File: config.mk
export PLATFORM = sky130hd
export DESIGN_NAME = matrix_multiplier_seq
export DESIGN_NICKNAME = d
export VERILOG_FILES = /design/src/rtl/matrix_multiplier_seq.sv
export SDC_FILE = /design/constraint.sdc
export NUM_CORES = 1
export LEC_CHECK = 0
export ABC_AREA = 1
export CAP_MARGIN = 10
export CORE_MARGIN = 3
export CORE_UTILIZATION = 42
export CTS_BUF_LIST = sky130_fd_sc_hd__clkbuf_4 sky130_fd_sc_hd__clkbuf_8
export CTS_CLUSTER_SIZE = 20
export DETAILED_ROUTE_END_ITERATION = 6
export PLACE_DENSITY = 0.75
export SYNTH_ARGS = -nofsm -noshare
export SYNTH_HDL_FRONTEND = slang
export SYNTH_SLANG_ARGS = --single-unit
File: constraint.sdc
create_clock -name clk -period 19 [get_ports clk]
set_input_delay 3.8 -clock clk [delete_from_list [all_inputs] [get_ports clk]]
set_output_delay 3.8 -clock clk [all_outputs]
set_load 0.01 [all_outputs]
File: src/rtl/matrix_multiplier_seq.sv
// Sequential M x K by K x N unsigned matrix multiplier.
// One multiply-accumulate per cycle, start/done handshake.
module matrix_multiplier_seq #(
  parameter int M   = 3,
  parameter int K   = 2,
  parameter int N   = 6,
  parameter int W   = 8,
  parameter int OW  = 8,
  parameter int SAT = 0
) (
  input  logic                clk,
  input  logic                rst,
  input  logic                start,
  input  logic [M*K*W-1:0]    a_in,
  input  logic [K*N*W-1:0]    b_in,
  output logic [M*N*OW-1:0]   c_out,
  output logic                busy,
  output logic                done,
  output logic                ovf
);

  localparam int AW = 2*W + $clog2(K);
  localparam int XW = (AW > OW) ? AW : OW;
  localparam int IW = (M > 1) ? $clog2(M) : 1;
  localparam int JW = (N > 1) ? $clog2(N) : 1;
  localparam int KW = (K > 1) ? $clog2(K) : 1;
  localparam logic [IW-1:0] I_LAST = IW'(M-1);
  localparam logic [JW-1:0] J_LAST = JW'(N-1);
  localparam logic [KW-1:0] K_LAST = KW'(K-1);
  localparam logic [XW-1:0] MAXV = XW'({OW{1'b1}});

  typedef enum logic [1:0] {IDLE, CALC, DONE} state_t;

  state_t state, state_nx;

  logic [M*K*W-1:0]  a_q;
  logic [K*N*W-1:0]  b_q;
  logic [W-1:0]      a_e [M][K];
  logic [W-1:0]      b_e [K][N];
  logic [OW-1:0]     res_q [M][N];
  logic [M*N*OW-1:0] c_nx;

  logic [IW-1:0] i;
  logic [JW-1:0] j;
  logic [KW-1:0] k;

  logic [AW-1:0]  acc;
  logic [AW-1:0]  sum;
  logic [2*W-1:0] prod;
  logic [XW-1:0]  sum_x;
  logic [OW-1:0]  red;
  logic           elem_ovf;
  logic           ovf_acc;
  logic           k_last;
  logic           last;

  for (genvar gi = 0; gi < M; gi++) begin : g_a_r
    for (genvar gk = 0; gk < K; gk++) begin : g_a_c
      assign a_e[gi][gk] = a_q[(M*K-1-(gi*K+gk))*W +: W];
    end
  end

  for (genvar gk = 0; gk < K; gk++) begin : g_b_r
    for (genvar gj = 0; gj < N; gj++) begin : g_b_c
      assign b_e[gk][gj] = b_q[(K*N-1-(gk*N+gj))*W +: W];
    end
  end

  // The final element is only ever packed on the edge it is produced,
  // so it is taken straight from the reducer instead of the buffer.
  for (genvar gi = 0; gi < M; gi++) begin : g_c_r
    for (genvar gj = 0; gj < N; gj++) begin : g_c_c
      if (gi == M-1 && gj == N-1) begin : g_tail
        assign c_nx[(M*N-1-(gi*N+gj))*OW +: OW] = red;
      end else begin : g_body
        assign c_nx[(M*N-1-(gi*N+gj))*OW +: OW] = res_q[gi][gj];
      end
    end
  end

  assign prod     = {{W{1'b0}}, a_e[i][k]} * {{W{1'b0}}, b_e[k][j]};
  assign sum      = acc + AW'(prod);
  assign sum_x    = XW'(sum);
  assign elem_ovf = sum_x > MAXV;
  assign red      = (SAT != 0 && elem_ovf) ? {OW{1'b1}} : sum_x[OW-1:0];
  assign k_last   = k == K_LAST;
  assign last     = (state == CALC) && k_last && (j == J_LAST) && (i == I_LAST);

  // State register.
  always_ff @(posedge clk or posedge rst) begin
    if (rst) state <= IDLE;
    else     state <= state_nx;
  end

  // Next-state logic: start only matters in IDLE, DONE lasts one cycle.
  always_comb begin
    state_nx = state;
    unique case (state)
      IDLE:    if (start) state_nx = CALC;
      CALC:    if (last)  state_nx = DONE;
      DONE:    state_nx = IDLE;
      default: state_nx = IDLE;
    endcase
  end

  // Status outputs decoded from the state.
  always_comb begin
    busy = 1'b0;
    done = 1'b0;
    unique case (state)
      IDLE:    ;
      CALC:    busy = 1'b1;
      DONE:    begin busy = 1'b1; done = 1'b1; end
      default: ;
    endcase
  end

  // Operand capture, MAC loop, result buffer and published outputs.
  always_ff @(posedge clk or posedge rst) begin
    if (rst) begin
      a_q     <= '0;
      b_q     <= '0;
      acc     <= '0;
      i       <= '0;
      j       <= '0;
      k       <= '0;
      ovf_acc <= 1'b0;
      c_out   <= '0;
      ovf     <= 1'b0;
      for (int x = 0; x < M; x++)
        for (int y = 0; y < N; y++)
          res_q[x][y] <= '0;
    end else begin
      if (state == IDLE && start) begin
        a_q     <= a_in;
        b_q     <= b_in;
        acc     <= '0;
        i       <= '0;
        j       <= '0;
        k       <= '0;
        ovf_acc <= 1'b0;
      end
      if (state == CALC) begin
        if (k_last) begin
          acc         <= '0;
          k           <= '0;
          ovf_acc     <= ovf_acc | elem_ovf;
          res_q[i][j] <= red;
          if (j == J_LAST) begin
            j <= '0;
            i <= (i == I_LAST) ? '0 : i + 1'b1;
          end else begin
            j <= j + 1'b1;
          end
        end else begin
          acc <= sum;
          k   <= k + 1'b1;
        end
        if (last) begin
          c_out <= c_nx;
          ovf   <= ovf_acc | elem_ovf;
        end
      end
    end
  end

endmodule

==> run_results.csv, run 1 <==
group,metric,value,unit
yosys,synth_edf_count,0,
critical_path,crit-reg2reg-launch,"k",
yosys,synth_top_area_share,54.5,%
floorplan,die_w,228,um
yosys,synth-main-ff-cell,"dfrtp_1",
sta,timing.final.crit_period,6.38,ns
finish,finish.net_count,2755,
worst_hold_path,min_path_type,"register to register",
placed_design,buffer_ports.inserted,293,
critical_path,cell_with_the_most_instances_on_the_worst_path,"nand2_1",
drt,drtIter0Drc,1336,
placed_design,gp_congestion,0.901,
critical_path,worst-path-max-fanout,63,
pwr,clock_power_share,47.6,%
global_route,groute.usage.overall,21.0,%
drt,route.vias.total,16189,
yosys,ys_seq_elements,451,
yosys,synth_area_leader_cell,"dfrtp_1",
floorplan,start_util,42.9,%
drt,vias_per_cell,5.02,
yosys,post_synthesis_cell_area,0.0207,mm^2
yosys,yosys_warnings,0,
placed_design,dp.final_hpwl,37500,um
clock_network,clkLatencyLatePin,0.67,ns
clock_network,cts_setup_buffers,0,
finish,flow.area_growth_from_synthesis,24.1,%
finish,filler_cell_count,4365,
critical_path,start_kind,"register",
global_route,gr-total-overflow,0,
sta,report.final.slew_viol_count,0,
pwr,share_comb_of_total_power,2.7,%
worst_hold_path,hp-start,"c_nx[18]",
pwr,cellLeakagePower,0.0129,uW
clock_network,cts_sinks,451,
floorplan,die-height,228,um
sta,totalNegativeSetupSlack,0,ns
pwr,power-per-cell-area,75.2,mW/mm^2
drt,detailedRoute.firstPassIterationCount,5,
pwr,net-switching-power,424,uW
clock_network,clk_path_buf_depth,3,
critical_path,worst-endpoint-arrival,6.92,ns
critical_path,reg2reg_slack,12.62,ns
drt,wl_per_cell,16.9,um
sta,tightestPinTransition,1.24,ns
drt,drt.antenna.violating_nets,0,
pwr,max_rail_drop_vdd,0.0000502,V
clock_network,clkSlewWorstSetupHoldPaths,0.06,ns
sta,fin_worst_skew,0.0466,ns
drt,drcViolationCount,0,
critical_path,timing.setup.critical_path_class,"register to register",
pwr,internal_power,1510,uW
yosys,avgSynthCellArea,9.27,um^2
floorplan,die_area,0.0520,mm^2
yosys,post_synth_inst_count,2233,
clock_network,cts_tree,"done",
sta,timing.slew.headroom,17.2,%
yosys,synth.lib_cells_used.distinct,32,
clock_network,ctsHoldBuffers,0,
yosys,asyncSetResetFlopFracSynth,100,%
global_route,grt_first_pass_wirelength,88100,um
critical_path,critical_path_required,19.53,ns
finish,antenna_cells_inserted,0,
global_route,grt_antenna_before_repair,1,
sta,hold_viol_final,0,
sta,timing.hold.ws,0.446,ns
clock_network,htreeDepth,3,
floorplan,rows,80,
clock_network,cts_buffers,75,
clock_network,post_cts_resize_count,0,
sta,rsz0062_at_grt,"no",
clock_network,root_buffer,"clkbuf_8",
sta,post-route-period-util,33.6,%
sta,report.final.setup_viol,0,
yosys,number_of_nets_in_the_synthesized_netlist,2472,
pwr,sequentialPowerShare,49.7,%
floorplan,core_area,0.0482,mm^2
critical_path,worstSetupStartpoint,"k",
yosys,synth.top_cells.by_area,"dfrtp_1 (55%), nand2_1 (14%), mux2_2 (5.2%)",
drt,wirelength,54400,um
status,run_status,"completed",
yosys,ys_seq_area_share,54.5,%
pwr,netSwitchingFraction,21.9,%
global_route,grt_pass1_vias,16615,
critical_path,crit_path_top_delay_cell,"dfrtp_2",
sta,timing.fmax,157,MHz
critical_path,timing.critical_path.to_type,"register",
critical_path,timing.critical_path.slowest_cell_delay,0.68,ns
finish,post_route_cells_drive_above_1_share,10.1,%
floorplan,top_level_ports,294,
flow_run,timing.max_cap.violations,0,
global_route,maximum_number_of_pins_on_one_net_before_global_route_repair,117,
==> registers in the layout, summed over array words and instances (netlist names) <==
| register | cells |
|---|---|
| c_out | 144 |
| ovf | 1 |
| state | 2 |
| j | 3 |
| a_e | 48 |
| acc | 17 |
| i | 2 |
| k | 1 |
| c_nx | 136 |
| b_e | 96 |
| ovf_acc | 1 |
==> synthesized netlist by cell type (3+ instances only) <==
| cell | instances |
|---|---|
| inv_1 | 214 |
| nor2_4 | 3 |
| ha_1 | 42 |
| mux2_2 | 96 |
| xnor2_1 | 3 |
| buf_4 | 8 |
| nand2_1 | 747 |
| o22ai_1 | 8 |
| buf_1 | 6 |
| clkbuf_1 | 49 |
| o21a_1 | 8 |
| nor2_2 | 3 |
| buf_2 | 24 |
| o221ai_1 | 8 |
| a21oi_1 | 88 |
| nor3_1 | 4 |
| nand3_1 | 44 |
| inv_2 | 6 |
| o21ai_1 | 7 |
| dfrtp_1 | 451 |
| fa_1 | 50 |
| buf_6 | 12 |
| nand4_1 | 4 |
| nor2_1 | 122 |
| o21ai_0 | 210 |
| o211ai_1 | 8 |
==> worst max-delay path: cells and delay by family, from the launching register on <==
| family | cells | cell delay, ns |
|---|---|---|
| AO/OA/AOI/OAI | 1 | 0.16 |
| adder cells (fa/ha/maj) | 5 | 2.48 |
| buffers and inverters | 6 | 1.29 |
| flip-flops | 1 | 0.68 |
| AND/OR/NAND/NOR | 16 | 1.65 |
==> path summary, 6_finish.rpt <==
kind | end | cells past startpoint
setup reg to reg | ovf_acc | 28
hold / removal | c_out[18] | 2
min in group asynchronous | b_e[12] | 2
hold reg to reg | c_out[18] | 2
max in group asynchronous | c_nx[88] | 4
setup / recovery | ovf_acc | 28
==> layout make-up <==
cell class | count | area, um^2 | share of cell area, %
multi-input cells | 1463 | 8080 | 31.5
repair buffers | 305 | 3020 | 11.8
inverters | 220 | 836 | 3.25
clock buffers | 119 | 1510 | 5.87
flip-flops and latches | 451 | 11300 | 43.9
well taps | 656 | 821 | 3.20
clock inverters | 14 | 130 | 0.507
==> stage by stage <==
| stage | power (uW) | cells | setup WS, ns | util, % | cell area [um^2] |
|---|---|---|---|---|---|
| final | 1930 | 3228 | 12.62 | 53.2 | 25700 |
| after global routing | 2000 | 3228 | 12.08 | 53.2 | 25700 |
| after CTS | 1960 | 3228 | 12.61 | 53.2 | 25700 |
| after detailed placement | 1030 | 3095 | 11.88 | 49.8 | 24000 |
| after global placement | 1030 | 3095 | 12.00 | 49.8 | 24000 |
| after floorplan | 993 | 2233 | 2.63 | - | 20700 |
==> metal layers <==
metal | global-route usage (%) | vias up | wire, um
li1 | - | 7627 | -
met1 | 27.4 | 7881 | 22900
met2 | 34.5 | 560 | 25900
met3 | 4.93 | 119 | 3840
met4 | 7.60 | 2 | 1740
met5 | 0 | - | 13
==> power by group through the flow <==
| stage | clock (uW) | sequential, uW | combinational (uW) |
|---|---|---|---|
| after floorplan | 0 | 979 | 14.1 |
| after global placement | 0 | 978 | 53.1 |
| after detailed placement | 0 | 978 | 53.8 |
| after CTS | 941 | 961 | 53.9 |
| after global routing | 984 | 960 | 57.3 |
| final | 919 | 961 | 52.1 |
==> cell usage in the layout, fill, tap and decap left out, types with 2 or more instances in the layout <==
| cell | netlist | layout |
|---|---|---|
| fa_1 | 50 | 50 |
| mux2_2 | 96 | 96 |
| o21ai_1 | 7 | 7 |
| inv_2 | 6 | 5 |
| nand4_1 | 4 | 4 |
| nand3_1 | 44 | 44 |
| nor2_2 | 3 | 3 |
| o221ai_1 | 8 | 8 |
| nand2_1 | 747 | 746 |
| xnor2_1 | 3 | 2 |
| buf_4 | 8 | 12 |
| nor2_4 | 3 | 3 |
| clkbuf_8 | 0 | 98 |
| inv_1 | 214 | 213 |
| dfrtp_1 | 451 | 450 |
| nand3b_1 | 2 | 2 |
| a32o_1 | 2 | 2 |
| nor3_1 | 4 | 4 |
| clkdlybuf4s50_1 | 0 | 293 |
| clkinvlp_4 | 0 | 3 |
| o21ai_0 | 210 | 210 |
| nor2_1 | 122 | 122 |
| o211ai_1 | 8 | 8 |
| o21a_1 | 8 | 8 |
| ha_1 | 42 | 42 |
| clkinv_2 | 0 | 6 |
| inv_8 | 0 | 3 |
| o22ai_1 | 8 | 8 |
| clkbuf_4 | 0 | 21 |
| a21oi_1 | 88 | 88 |
==> logic make-up (layout without fill, tap and decap cells) <==
logic type      count (synthesis)  after routing  synth area share (%)
buf+inv                       319            658                  6.51
compound gates                339            339                  8.64
flops                         451            451                  54.5
xor+xnor                        4              4                 0.169
fa+ha+maj                      92             92                  7.38
mux                            96             96                  5.22
simple gates                  932            932                  17.5
Note: power is estimated with default switching activity, not from simulation.
==> inputs of run 2 (changes only) <==
--- a/config.mk
+++ b/config.mk
@@ -12,7 +12,7 @@
 export CTS_BUF_LIST = sky130_fd_sc_hd__clkbuf_4 sky130_fd_sc_hd__clkbuf_8
 export CTS_CLUSTER_SIZE = 20
 export DETAILED_ROUTE_END_ITERATION = 6
-export PLACE_DENSITY = 0.75
+export PLACE_DENSITY = 0.78
 export SYNTH_ARGS = -nofsm -noshare
 export SYNTH_HDL_FRONTEND = slang
 export SYNTH_SLANG_ARGS = --single-unit
==> constraint.sdc (replaced) <==
create_clock -name clk -period 5.7 [get_ports clk]
set_input_delay 1.14 -clock clk [delete_from_list [all_inputs] [get_ports clk]]
set_output_delay 1.14 -clock clk [all_outputs]
set_load 0.01 [all_outputs]
==> run_results.csv, run 2 (same netlist as run 1, synthesis figures left out) <==
group,metric,value,unit
worst_hold_path,whs_endpoint,"c_out[109]",
drt,wl_per_cell,17.1,um
floorplan,top_level_ports,294,
clock_network,clk_path_buf_depth,3,
pwr,internal_power,5100,uW
drt,drt.antenna.violating_nets,0,
finish,filler_cell_count,4267,
sta,report.final.slew_viol_count,0,
critical_path,reg2reg_slack,0.31,ns
floorplan,start_util,42.9,%
drt,wirelength,55600,um
sta,timing.hold.ws,0.457,ns
placed_design,buffer_ports.inserted,293,
critical_path,crit-reg2reg-launch,"k",
global_route,maximum_number_of_pins_on_one_net_before_global_route_repair,154,
global_route,groute.usage.overall,21.3,%
finish,max_reg_flops,144,
critical_path,worst-path-max-fanout,35,
drt,vias_per_cell,5.04,
finish,finish.net_count,2775,
status,run_status,"completed",
global_route,grt_pass1_vias,16530,
global_route,grt_first_pass_wirelength,88600,um
finish,flow.area_growth_from_synthesis,25.9,%
critical_path,worst-endpoint-arrival,5.91,ns
critical_path,reg2regPathDepth,27,
placed_design,gp_congestion,0.921,
pwr,net-switching-power,1400,uW
pwr,share_comb_of_total_power,2.7,%
worst_hold_path,hp-start,"c_nx[109]",
pwr,sequentialPowerShare,49.3,%
critical_path,timing.critical_path.to_type,"register",
sta,timing.slew.headroom,21.3,%
critical_path,crit_path_top_delay_cell,"fa_1",
sta,tightestPinTransition,1.17,ns
floorplan,core_area,0.0482,mm^2
critical_path,start_kind,"register",
clock_network,cts_sinks,451,
flow_run,timing.max_cap.violations,0,
clock_network,clkSlewWorstSetupHoldPaths,0.07,ns
sta,timing.final.crit_period,5.39,ns
sta,report.final.setup_viol,0,
floorplan,die-height,228,um
global_route,gr-total-overflow,0,
critical_path,worst_r2r_endpoint,"ovf_acc",
pwr,clock_power_share,48.0,%
finish,largest_register,"c_out",
finish,mostFrequentLayoutCell,"nand2_1",
finish,final_cell_mix,"nand2_1 (745), dfrtp_1 (449), clkdlybuf4s50_1 (293), inv_1 (212), o21ai_0 (204)",
drt,drtIter0Drc,1513,
sta,rsz0062_at_grt,"no",
floorplan,die_w,228,um
sta,post-route-period-util,94.5,%
critical_path,critical_path_s_top_delay_family,"adder cells",
clock_network,root_buffer,"clkbuf_8",
floorplan,rows,80,
clock_network,htreeDepth,3,
clock_network,clkLatencyLatePin,0.65,ns
pwr,cellLeakagePower,0.0131,uW
pwr,max_rail_drop_vdd,0.000153,V
critical_path,timing.setup.critical_path_class,"register to register",
critical_path,worstSetupPathDepth,27,
clock_network,cts_tree,"done",
finish,final_std_cell_area_no_fill,0.0261,mm^2
placed_design,placed_cell_area,0.0243,mm^2
critical_path,cell_with_the_most_instances_on_the_worst_path,"nand2_1",
global_route,grt_antenna_before_repair,1,
placed_design,dp.final_hpwl,38900,um
finish,post_route_cells_drive_above_1_share,11.6,%
drt,detailedRoute.firstPassIterationCount,5,
sta,fin_worst_skew,0.0348,ns
floorplan,die_area,0.0520,mm^2
drt,drcViolationCount,0,
pwr,power-per-cell-area,249,mW/mm^2
worst_hold_path,min_path_type,"register to register",
drt,route.vias.total,16373,
critical_path,critical_path_buf_inv_count,6,
pwr,netSwitchingFraction,21.6,%
critical_path,timing.critical_path.slowest_cell_delay,0.55,ns
finish,antenna_cells_inserted,0,
clock_network,cts_buffers,78,
worst_hold_path,hold_depth,2,
sta,timing.fmax,186,MHz
sta,hold_viol_final,0,
critical_path,critical_path_required,6.22,ns
[run 2: worst min-delay path, cell delays in order (launching register included)]
cell and delay, ns:
dfrtp_1 0.34, nand2_1 0.05, nand2_1 0.05
[run 2: metal layers]
metal  GRT usage, %  vias up  wire (um)  part of all wire (%)
met5              0        -         13                 0.023
met4           8.11        2       1820                   3.3
met3           4.28      122       4090                   7.4
met2           34.5      675      26200                    47
met1           28.4     7887      23500                    42
li1               -     7687          -                     -
[run 2: layout make-up]
cell class	count	area [um^2]	share of cell area (%)
well taps	656	821	3.15
repair buffers	322	3270	12.5
clock inverters	18	160	0.615
clock buffers	120	1530	5.86
inverters	220	837	3.21
flip-flops and latches	451	11300	43.3
multi-input cells	1463	8160	31.3
[run 2: worst max-delay path by stage]
stage | startpoint | endpoint
after floorplan | rst | a_e[0]
after global placement | k | ovf_acc
after detailed placement | k | ovf_acc
after CTS | k | ovf
after global routing | k | ovf_acc
final | k | ovf_acc
[run 2: repair_timing]
action | 4_1_cts | 5_1_grt
buffers inserted | 0 | 1
hold buffers | 0 | 0
gates resized for setup | 0 | 30
endpoints found under the setup margin | 0 | 27
[run 2: power groups by stage]
stage                     logic, uW  registers (uW)  clock network [uW]
after floorplan                47.5            3260                   0
after global placement          179            3260                   0
after detailed placement        181            3260                   0
after CTS                       182            3200                3180
after global routing            194            3200                3340
final                           177            3200                3120
[run 2: metrics by stage]
stage	cells	total power [uW]	setup TNS (ns)	util, %	worst slack (ns)
6_report	3250	6500	0	54.0	0.313
5_1_grt	3250	6740	0	54.0	0.0103
4_1_cts	3248	6570	0	53.8	0.157
3_5_place_dp	3110	3440	0	50.3	0.179
3_3_place_gp	3110	3440	0	50.3	0.239
2_1_floorplan	2233	3310	-694.14	-	-1.54
